<file path="src/rtl/rst_seq_ctrl.sv">
// ============================================================================
// rst_seq_ctrl
// ----------------------------------------------------------------------------
// Power-on / lock-driven reset sequencer. It holds every downstream reset
// asserted for a minimum time and then waits for a filtered clock-generator
// lock. After that it releases the channel resets one at a time, in order
// 0..N_CH-1, with STEP_CYC cycles between releases. Once the last channel is
// released the block sits in RUN.
//
// Losing lock while releasing or running drops straight back to HOLD and
// bumps a saturating event counter. A software request also drops back to
// HOLD, but it is not counted.
//
// Parameters
//   N_CH          number of sequenced reset outputs (1..16)
//   HOLD_CYC      cycles spent in HOLD with every reset asserted (>= 1)
//   LOCK_FILT_CYC consecutive synchronized lock cycles needed (>= 1)
//   STEP_CYC      cycles between successive channel releases (>= 1)
//
// Ports
//   clk           single clock, rising edge
//   rst           synchronous active-high reset
//   lock_in       clock-generator lock flag, asynchronous to clk
//   sw_rst_req    synchronous request to re-run the whole sequence
//   rst_out       registered active-high per-channel resets
//   done          registered, high once every channel is released
//   state_o       HOLD=0, WAIT_LOCK=1, RELEASE=2, RUN=3
//   lock_loss_cnt saturating count of lock losses in RELEASE/RUN
// ============================================================================
module rst_seq_ctrl #(
    parameter int N_CH          = 4,
    parameter int HOLD_CYC      = 200,
    parameter int LOCK_FILT_CYC = 64,
    parameter int STEP_CYC      = 16
) (
    input  logic            clk,
    input  logic            rst,
    input  logic            lock_in,
    input  logic            sw_rst_req,
    output logic [N_CH-1:0] rst_out,
    output logic            done,
    output logic [1:0]      state_o,
    output logic [7:0]      lock_loss_cnt
);

    // ------------------------------------------------------------------------
    // Parameter legality, caught at elaboration
    // ------------------------------------------------------------------------
    generate
        if (N_CH < 1 || N_CH > 16) begin : g_bad_n_ch
            $error("rst_seq_ctrl: N_CH must lie in 1..16");
        end
        if (HOLD_CYC < 1) begin : g_bad_hold
            $error("rst_seq_ctrl: HOLD_CYC must be >= 1");
        end
        if (LOCK_FILT_CYC < 1) begin : g_bad_filt
            $error("rst_seq_ctrl: LOCK_FILT_CYC must be >= 1");
        end
        if (STEP_CYC < 1) begin : g_bad_step
            $error("rst_seq_ctrl: STEP_CYC must be >= 1");
        end
    endgenerate

    // ------------------------------------------------------------------------
    // State encoding and counter sizing
    // ------------------------------------------------------------------------
    localparam logic [1:0] ST_HOLD      = 2'd0;
    localparam logic [1:0] ST_WAIT_LOCK = 2'd1;
    localparam logic [1:0] ST_RELEASE   = 2'd2;
    localparam logic [1:0] ST_RUN       = 2'd3;

    // Each counter only ever holds 0..PARAM-1, so clog2 of the parameter is
    // enough. A floor of one bit keeps the degenerate PARAM==1 case legal.
    localparam int HOLD_W = (HOLD_CYC      > 1) ? $clog2(HOLD_CYC)      : 1;
    localparam int FILT_W = (LOCK_FILT_CYC > 1) ? $clog2(LOCK_FILT_CYC) : 1;
    localparam int STEP_W = (STEP_CYC      > 1) ? $clog2(STEP_CYC)      : 1;
    localparam int CH_W   = (N_CH          > 1) ? $clog2(N_CH)          : 1;

    localparam logic [HOLD_W-1:0] HOLD_LAST = HOLD_W'(HOLD_CYC - 1);
    localparam logic [FILT_W-1:0] FILT_LAST = FILT_W'(LOCK_FILT_CYC - 1);
    localparam logic [STEP_W-1:0] STEP_LAST = STEP_W'(STEP_CYC - 1);
    localparam logic [CH_W-1:0]   CH_LAST   = CH_W'(N_CH - 1);

    // ------------------------------------------------------------------------
    // Registers
    // ------------------------------------------------------------------------
    logic              sync1_reg;
    logic              lock_s_reg;

    logic [1:0]        state_reg,         state_next;
    logic [HOLD_W-1:0] hold_cnt_reg,      hold_cnt_next;
    logic [FILT_W-1:0] filt_cnt_reg,      filt_cnt_next;
    logic [STEP_W-1:0] step_cnt_reg,      step_cnt_next;
    logic [CH_W-1:0]   ch_idx_reg,        ch_idx_next;
    logic [N_CH-1:0]   rst_out_reg,       rst_out_next;
    logic              done_reg,          done_next;
    logic [7:0]        lock_loss_cnt_reg, lock_loss_cnt_next;

    // ------------------------------------------------------------------------
    // Two-flop synchronizer for the asynchronous lock flag. Everything
    // downstream looks only at lock_s_reg.
    // ------------------------------------------------------------------------
    always_ff @(posedge clk) begin
        if (rst) begin
            sync1_reg  <= 1'b0;
            lock_s_reg <= 1'b0;
        end else begin
            sync1_reg  <= lock_in;
            lock_s_reg <= sync1_reg;
        end
    end

    // ------------------------------------------------------------------------
    // Decode of the events that pull the sequencer back to HOLD
    // ------------------------------------------------------------------------
    logic lock_lost;
    logic go_hold;
    logic step_tick;
    logic rel_fire;
    logic force_all;

    // Lock only matters once the release has begun. In HOLD and WAIT_LOCK
    // a missing lock is the normal condition, not a loss.
    assign lock_lost = ((state_reg == ST_RELEASE) || (state_reg == ST_RUN))
                       && !lock_s_reg;

    // A software request coinciding with a lock loss takes the same path.
    // Only lock_lost feeds the event counter, so the pair counts once.
    assign go_hold   = lock_lost || sw_rst_req;

    assign step_tick = (state_reg == ST_RELEASE) && (step_cnt_reg == STEP_LAST);

    // A release edge is cancelled if the same edge returns to HOLD.
    assign rel_fire  = step_tick && !go_hold;

    // Every reset is held asserted while not yet releasing, and on any return
    // to HOLD.
    assign force_all = go_hold
                       || (state_reg == ST_HOLD)
                       || (state_reg == ST_WAIT_LOCK);

    // ------------------------------------------------------------------------
    // Per-channel reset output next-value. A channel drops only on the
    // release edge addressed to it. It stays low until force_all reasserts it.
    // ------------------------------------------------------------------------
    genvar gi;
    generate
        for (gi = 0; gi < N_CH; gi++) begin : g_ch
            assign rst_out_next[gi] =
                force_all                                  ? 1'b1 :
                (rel_fire && (ch_idx_reg == CH_W'(gi)))    ? 1'b0 :
                                                             rst_out_reg[gi];
        end
    endgenerate

    // ------------------------------------------------------------------------
    // Sequencer next-state logic
    // ------------------------------------------------------------------------
    always_comb begin
        state_next         = state_reg;
        hold_cnt_next      = hold_cnt_reg;
        filt_cnt_next      = filt_cnt_reg;
        step_cnt_next      = step_cnt_reg;
        ch_idx_next        = ch_idx_reg;
        done_next          = done_reg;
        lock_loss_cnt_next = lock_loss_cnt_reg;

        if (go_hold) begin
            // Every entry to HOLD starts from a clean slate. A request held
            // high while already in HOLD keeps restarting the hold window.
            state_next    = ST_HOLD;
            hold_cnt_next = '0;
            filt_cnt_next = '0;
            step_cnt_next = '0;
            ch_idx_next   = '0;
            done_next     = 1'b0;
            if (lock_lost && (lock_loss_cnt_reg != 8'hFF)) begin
                lock_loss_cnt_next = lock_loss_cnt_reg + 8'd1;
            end
        end else begin
            case (state_reg)
                ST_HOLD: begin
                    done_next = 1'b0;
                    if (hold_cnt_reg == HOLD_LAST) begin
                        state_next    = ST_WAIT_LOCK;
                        hold_cnt_next = '0;
                        filt_cnt_next = '0;
                    end else begin
                        hold_cnt_next = hold_cnt_reg + 1'b1;
                    end
                end

                ST_WAIT_LOCK: begin
                    // Count only an unbroken run of locked cycles. Any
                    // unlocked cycle starts the filter over.
                    if (!lock_s_reg) begin
                        filt_cnt_next = '0;
                    end else if (filt_cnt_reg == FILT_LAST) begin
                        state_next    = ST_RELEASE;
                        filt_cnt_next = '0;
                        step_cnt_next = '0;
                        ch_idx_next   = '0;
                    end else begin
                        filt_cnt_next = filt_cnt_reg + 1'b1;
                    end
                end

                ST_RELEASE: begin
                    if (step_tick) begin
                        step_cnt_next = '0;
                        if (ch_idx_reg == CH_LAST) begin
                            // The edge that releases the last channel also
                            // declares the sequence complete.
                            state_next = ST_RUN;
                            done_next  = 1'b1;
                        end else begin
                            ch_idx_next = ch_idx_reg + 1'b1;
                        end
                    end else begin
                        step_cnt_next = step_cnt_reg + 1'b1;
                    end
                end

                ST_RUN: begin
                    done_next = 1'b1;
                end

                default: begin
                    state_next = ST_HOLD;
                    done_next  = 1'b0;
                end
            endcase
        end
    end

    // ------------------------------------------------------------------------
    // State registers
    // ------------------------------------------------------------------------
    always_ff @(posedge clk) begin
        if (rst) begin
            state_reg         <= ST_HOLD;
            hold_cnt_reg      <= '0;
            filt_cnt_reg      <= '0;
            step_cnt_reg      <= '0;
            ch_idx_reg        <= '0;
            rst_out_reg       <= '1;
            done_reg          <= 1'b0;
            lock_loss_cnt_reg <= 8'd0;
        end else begin
            state_reg         <= state_next;
            hold_cnt_reg      <= hold_cnt_next;
            filt_cnt_reg      <= filt_cnt_next;
            step_cnt_reg      <= step_cnt_next;
            ch_idx_reg        <= ch_idx_next;
            rst_out_reg       <= rst_out_next;
            done_reg          <= done_next;
            lock_loss_cnt_reg <= lock_loss_cnt_next;
        end
    end

    assign rst_out       = rst_out_reg;
    assign done          = done_reg;
    assign state_o       = state_reg;
    assign lock_loss_cnt = lock_loss_cnt_reg;

endmodule

</file>
<file path="config.mk">
export PLATFORM = sky130hd
export DESIGN_NAME = rst_seq_ctrl
export DESIGN_NICKNAME = d
export VERILOG_FILES = /design/src/rtl/rst_seq_ctrl.sv
export SDC_FILE = /design/constraint.sdc
export NUM_CORES = 1
export LEC_CHECK = 0
export CORE_MARGIN = 3
export CORE_UTILIZATION = 31
export CTS_CLUSTER_SIZE = 8
export DETAILED_ROUTE_END_ITERATION = 16
export DONT_BUFFER_PORTS = 1
export HOLD_SLACK_MARGIN = 0.15
export SETUP_SLACK_MARGIN = 0.05
export SYNTH_ARGS = -nofsm -noshare
export SYNTH_HDL_FRONTEND = slang
export SYNTH_SLANG_ARGS = --single-unit
</file>
<file path="constraint.sdc">
create_clock -name clk -period 2.26 [get_ports clk]
set_input_delay 0.226 -clock clk [delete_from_list [all_inputs] [get_ports clk]]
set_output_delay 0.226 -clock clk [all_outputs]
set_load 0.01 [all_outputs]
</file>
==> impl_metrics.toml <==
[timing]
min_period_over_period = 0.891
slew_violations = 0
slew_headroom = 0.591
rsz0062_at_grt = "true"
final.min_clock_period_ns = 2.01
skew_ns = 0.00598
finalSetupTns_ns = 0
setup_viol = 0
fmax_mhz = 496
worst-slew-pin-transition_ns = 0.607
finalHoldViolCount = 0

[synthesis]
yosys-top-cells-area = "dfxtp_1 (40%), ha_1 (8.7%), nand2_1 (4.2%), a21oi_1 (4.0%), xor2_1 (3.3%)"
synth.most_common_cell = "dfxtp_1"
synth_top_area_cell = "dfxtp_1"
async_flop_share = 0
syn-num-nets = 228
syn_area_um2 = 1860
synthFlopType = "dfxtp_1"
ys_seq_area_frac = 0.398
synth_cell_types = 45
ys.warnings.count = 0
synth.top_cell.area_share = 0.398
synth_cells = 211
synth_area_per_cell_um2 = 8.81
synth_edf_count = 0
synth_commonest_cells = "dfxtp_1 (37), nand2_1 (21), nor2_1 (16)"
synth-seq-cells = 37

[layout]
final_util = 0.371
fillCellCount = 586
fin_nets = 235
area_growth_pct = 12.7
regArea_um2 = 742
diodes = 0
fin_area_um2 = 2090
multi_input_area_um2 = 1050
drive_gt1_frac = 0.0959

[clocking]
clk_pin_slew_ns = 0.08
post-cts-setup-buffer-count = 0
clk_path_buf_depth = 2
cts_buffers = 5
htreeDepth = 2
cts_sinks = 37
tritoncts = "built"
root_buffer = "clkbuf_8"
worstSkewPairLatency_ns = 0.29

[place]
dp_hpwl_um = 2610
gp_congestion = 0.735
port-buffer-count = 0
place_area_um2 = 1960

[critical_path]
critPathLaunch = "state_o[1]"
regToRegSetupSlack_ns = 0.25
arrival_ns = 2.24
crit_end = "step_cnt_reg[3]"
r2r_cells = 6
crit_type = "register to register"
path_max_fanout = 9
critical_path_required_ns = 2.49
cp-start-kind = "register"
r2r-end = "step_cnt_reg[3]"
end_kind = "register"
rr_startpoint = "state_o[1]"

[grt]
grt_usage = 0.109
grt_pass1_vias = 1450
grt_first_pass_wirelength_um = 6280
overflow = 0
grt_antenna_before_repair = 0
grt_max_degree = 14

[floorplanning]
dieHeight_um = 83.4
num_rows = 27
chipWidth_um = 83.4
die_area_um2 = 6960
initial_core_util = 0.330
ios = 19
core_area_um2 = 5640

[drt]
routed_wl_um = 3520
wire_per_inst_um = 12.1
routed-via-count = 1488
via_per_inst = 5.11
dr.pass1.iters = 4
drc = 0
initialDrtViolationCount = 72
ant_nets = 0

[worst_hold_path]
hp-class = "input port to register"

[job]
cap_violations = 0

[power]
p_per_area_nw_per_um2 = 601
irDropWorstVdd_mv = 0.340
leakage_uw = 0.000729

[run_status]
outcome = "finished, final reports clean"
[worst max-delay path, stage by stage (launching register included)]
cell and delay [ns]:
dfxtp_1 0.38, inv_1 0.13, ha_1 0.32, inv_1 0.11, o31a_1 0.36, or4_1 0.48, a21oi_1 0.16
[stage by stage]
stage | total power [µW] | hold slack (ns) | setup slack, ns | instances
2_1_floorplan | 686 | 0.354 | 0.232 | 211
3_3_place_gp | 691 | 0.299 | 0.241 | 281
3_5_place_dp | 692 | 0.299 | 0.156 | 281
4_1_cts | 1280 | 0.194 | 0.138 | 291
5_1_grt | 1310 | 0.220 | 0.0485 | 291
6_report | 1260 | 0.199 | 0.245 | 291
[where the power goes]
group          leakage [µW]  total, µW  internal (µW)  switching (µW)
Clock             0.0000543        578            330             248
Sequential         0.000299        657            655            2.48
Combinational      0.000375       23.8           10.3            13.5
Total              0.000729       1260            995             264
[what timing repair did]
| action | in CTS | in global routing |
|---|---|---|
| setup endpoints to repair | 0 | 4 |
| gates resized for setup | 0 | 2 |
| hold buffers | 2 | 0 |
| endpoints found under the hold margin | 10 | 0 |
[placed cells by master, fill, tap and decap left out, drive strengths merged, types with 3 or more instances in the layout]
master  Yosys  routed
or3         5       5
nor3        4       4
o21ai      10      10
nand2b      4       4
buf         2       6
xor2        7       7
nor2       16      16
nand4       8       8
clkbuf      6       5
a21oi      15      15
nand3       9       9
a21o        4       4
dfxtp      37      37
inv         8       8
nand2      21      21
xnor2       3       3
and3        3       3
mux2i       4       4
ha         13      13
[cell families after synthesis]
kind of cell | after synthesis | share of synthesized area
mux | 4 | 0.0215
compound gates | 47 | 0.173
simple gates | 84 | 0.236
xor+xnor | 10 | 0.0471
flops | 37 | 0.398
fa+ha+maj | 13 | 0.0875
buf+inv | 16 | 0.0370
[final cells by class]
| class | count | share of cell area |
|---|---|---|
| clock buffer | 5 | 0.0329 |
| clock inverter | 3 | 0.0221 |
| inverter | 8 | 0.0143 |
| multi-input combinational | 158 | 0.502 |
| sequential | 37 | 0.354 |
| tap | 72 | 0.0430 |
| timing repair buffer | 8 | 0.0311 |
[layer usage]
metal  part of all wire  wire length (µm)  vias to the layer above  track usage
met5                  0                 0                        -            0
met4              0.022                78                        0       0.0526
met3              0.057               200                        7       0.0417
met2               0.45              1570                       25        0.170
met1               0.47              1660                      681        0.132
li1                   -                 -                      775            -
[worst min-delay path by stage]
stage                     startpoint          endpoint  slack (ns)  depth (start not counted)
after floorplan              lock_in         sync1_reg        0.35                          1
after global placement           rst        lock_s_reg        0.30                          1
after detailed placement         rst  lock_loss_cnt[7]        0.30                          1
after CTS                 sw_rst_req        rst_out[3]        0.19                          3
after global routing      sw_rst_req        rst_out[0]        0.22                          3
final                     sw_rst_req        rst_out[1]        0.20                          3
No activity file was read; power rests on OpenSTA's default activity.
==> edit (same flow settings) <==
Put one more register stage on the output `lock_loss_cnt`, without a reset. The value now appears one clock later. The other outputs are not delayed to match.
--- a/src/rtl/rst_seq_ctrl.sv
+++ b/src/rtl/rst_seq_ctrl.sv
@@ -262,5 +262,7 @@
     assign done          = done_reg;
     assign state_o       = state_reg;
-    assign lock_loss_cnt = lock_loss_cnt_reg;
+    always_ff @(posedge clk) begin
+        lock_loss_cnt <= lock_loss_cnt_reg;
+    end
 
 endmodule
Formal check against the unedited RTL: same outputs for any inputs over 10 cycles, from zero or initial values and one cycle with rst high; that may be too few to reach the edited logic, so the function may still have changed.
==> edit against the original RTL <==
Routed wire length up 8.4%. Area after synthesis rose by 9.0%. Final area rose by 7.6%. Largest cell class unchanged. Sequential cell count grew 8. Critical path type unchanged. Total power grew 6.1%. Non-clock buffer count unchanged. Utilization shrank 0.35 points. Clock skew is 0.0020 ns higher. Setup slack got worse by 0.014 ns.
==> edit: results <==
set metrics [dict create \
    grtUsageMet1 0.1467 \
    initialDrtViolationCount 74 \
    p_sw_mw 0.3091 \
    synthTopCellsByArea "dfxtp_1 44%, ha_1 8.0%, nand2_1 4.4%" \
    leakagePower_nw 0.7939 \
    peakVddDrop_v 0.0004106 \
    vias 1580 \
    wl_met1_um 1894 \
    maxSlewHeadroom 0.5762 \
    skew_ns 0.007953 \
    gr-usage-met2 0.1753 \
    grt_pass1_wl_um 6755 \
    startpoint_type "register" \
    status "finished clean" \
    ys_types 43 \
    diodes 0 \
    drive_above_1_share 0.08696 \
    finalNetCount 246 \
    gp_congestion 0.8054 \
    wl_um 3813 \
    dpl_cell_area_mm2 0.002140 \
    worst_slack_ns 0.2315 \
    grt_util_met3 0.02838 \
    synth_area_per_cell_um2 9.255 \
    track_usage 0.1110 \
    ys_top_cells_by_count "45 x dfxtp_1, 24 x nand2_1, 20 x nor2_1" \
    dp_cells 295 \
    grt_max_degree 16 \
    wl_met2_um 1753 \
    hpwl_um 2737 \
    r2r-end "filt_cnt_reg[2]" \
    route.met3.wl_um 116 \
    grt_pass1_vias 1428 \
    ys_seq_area_frac 0.4444 \
    critPathMaxFanout 12 \
    syn-num-nets 236 \
]
==> edit: cell types whose count changed in the layout (fill, tap and decap cells not counted), moves of 4 or more <==
cell,change
o21ai_0,-4
nor2_1,+4
dfxtp_1,+9
o31ai_1,+4
==> edit: worst min path at each step <==
stage / to / cells after the start / slack (ns) / start
global placement: lock_loss_cnt_reg[6] / 1 / 0.30 / rst
finish: filt_cnt_reg[5] / 3 / 0.16 / sw_rst_req
CTS: filt_cnt_reg[5] / 3 / 0.15 / rst
detailed placement: lock_s_reg / 1 / 0.30 / rst
floorplan: sync1_reg / 1 / 0.35 / lock_in
global route: filt_cnt_reg[3] / 3 / 0.18 / rst
==> edit: kinds of logic (layout without fill, tap and decap cells) <==
logic type	Yosys count	in the layout	synth area share
compound gates	45	45	0.1488
buf+inv	12	23	0.02593
mux	6	6	0.02963
fa+ha+maj	13	13	0.08025
simple gates	89	89	0.2321
flops	45	45	0.4444
xor+xnor	9	9	0.03889
==> edit: worst max-delay path, cell delays in order (launching register included) <==
cell,delay (ns)
dfxtp_1,0.39
inv_1,0.13
ha_2,0.25
inv_1,0.10
o31a_2,0.43
or4b_1,0.52
a21oi_1,0.14
==> edit: layout make-up <==
class                      instances  area [µm²]  share of cell area
clock buffer                       5       68.82             0.03052
clock inverter                     3       22.52            0.009989
inverter                           7       26.28             0.01165
multi-input combinational        162        1077              0.4778
sequential                        45       900.9              0.3996
tap                               75       93.84             0.04162
timing repair buffer               8       65.06             0.02886
==> edit: power groups by stage <==
stage | clock network, mW | logic, mW | registers [mW]
after floorplan | 0 | 0.0154 | 0.816
after global placement | 0 | 0.0203 | 0.817
after detailed placement | 0 | 0.0203 | 0.817
after CTS | 0.526 | 0.0258 | 0.798
after global routing | 0.557 | 0.0283 | 0.799
final | 0.511 | 0.0255 | 0.798
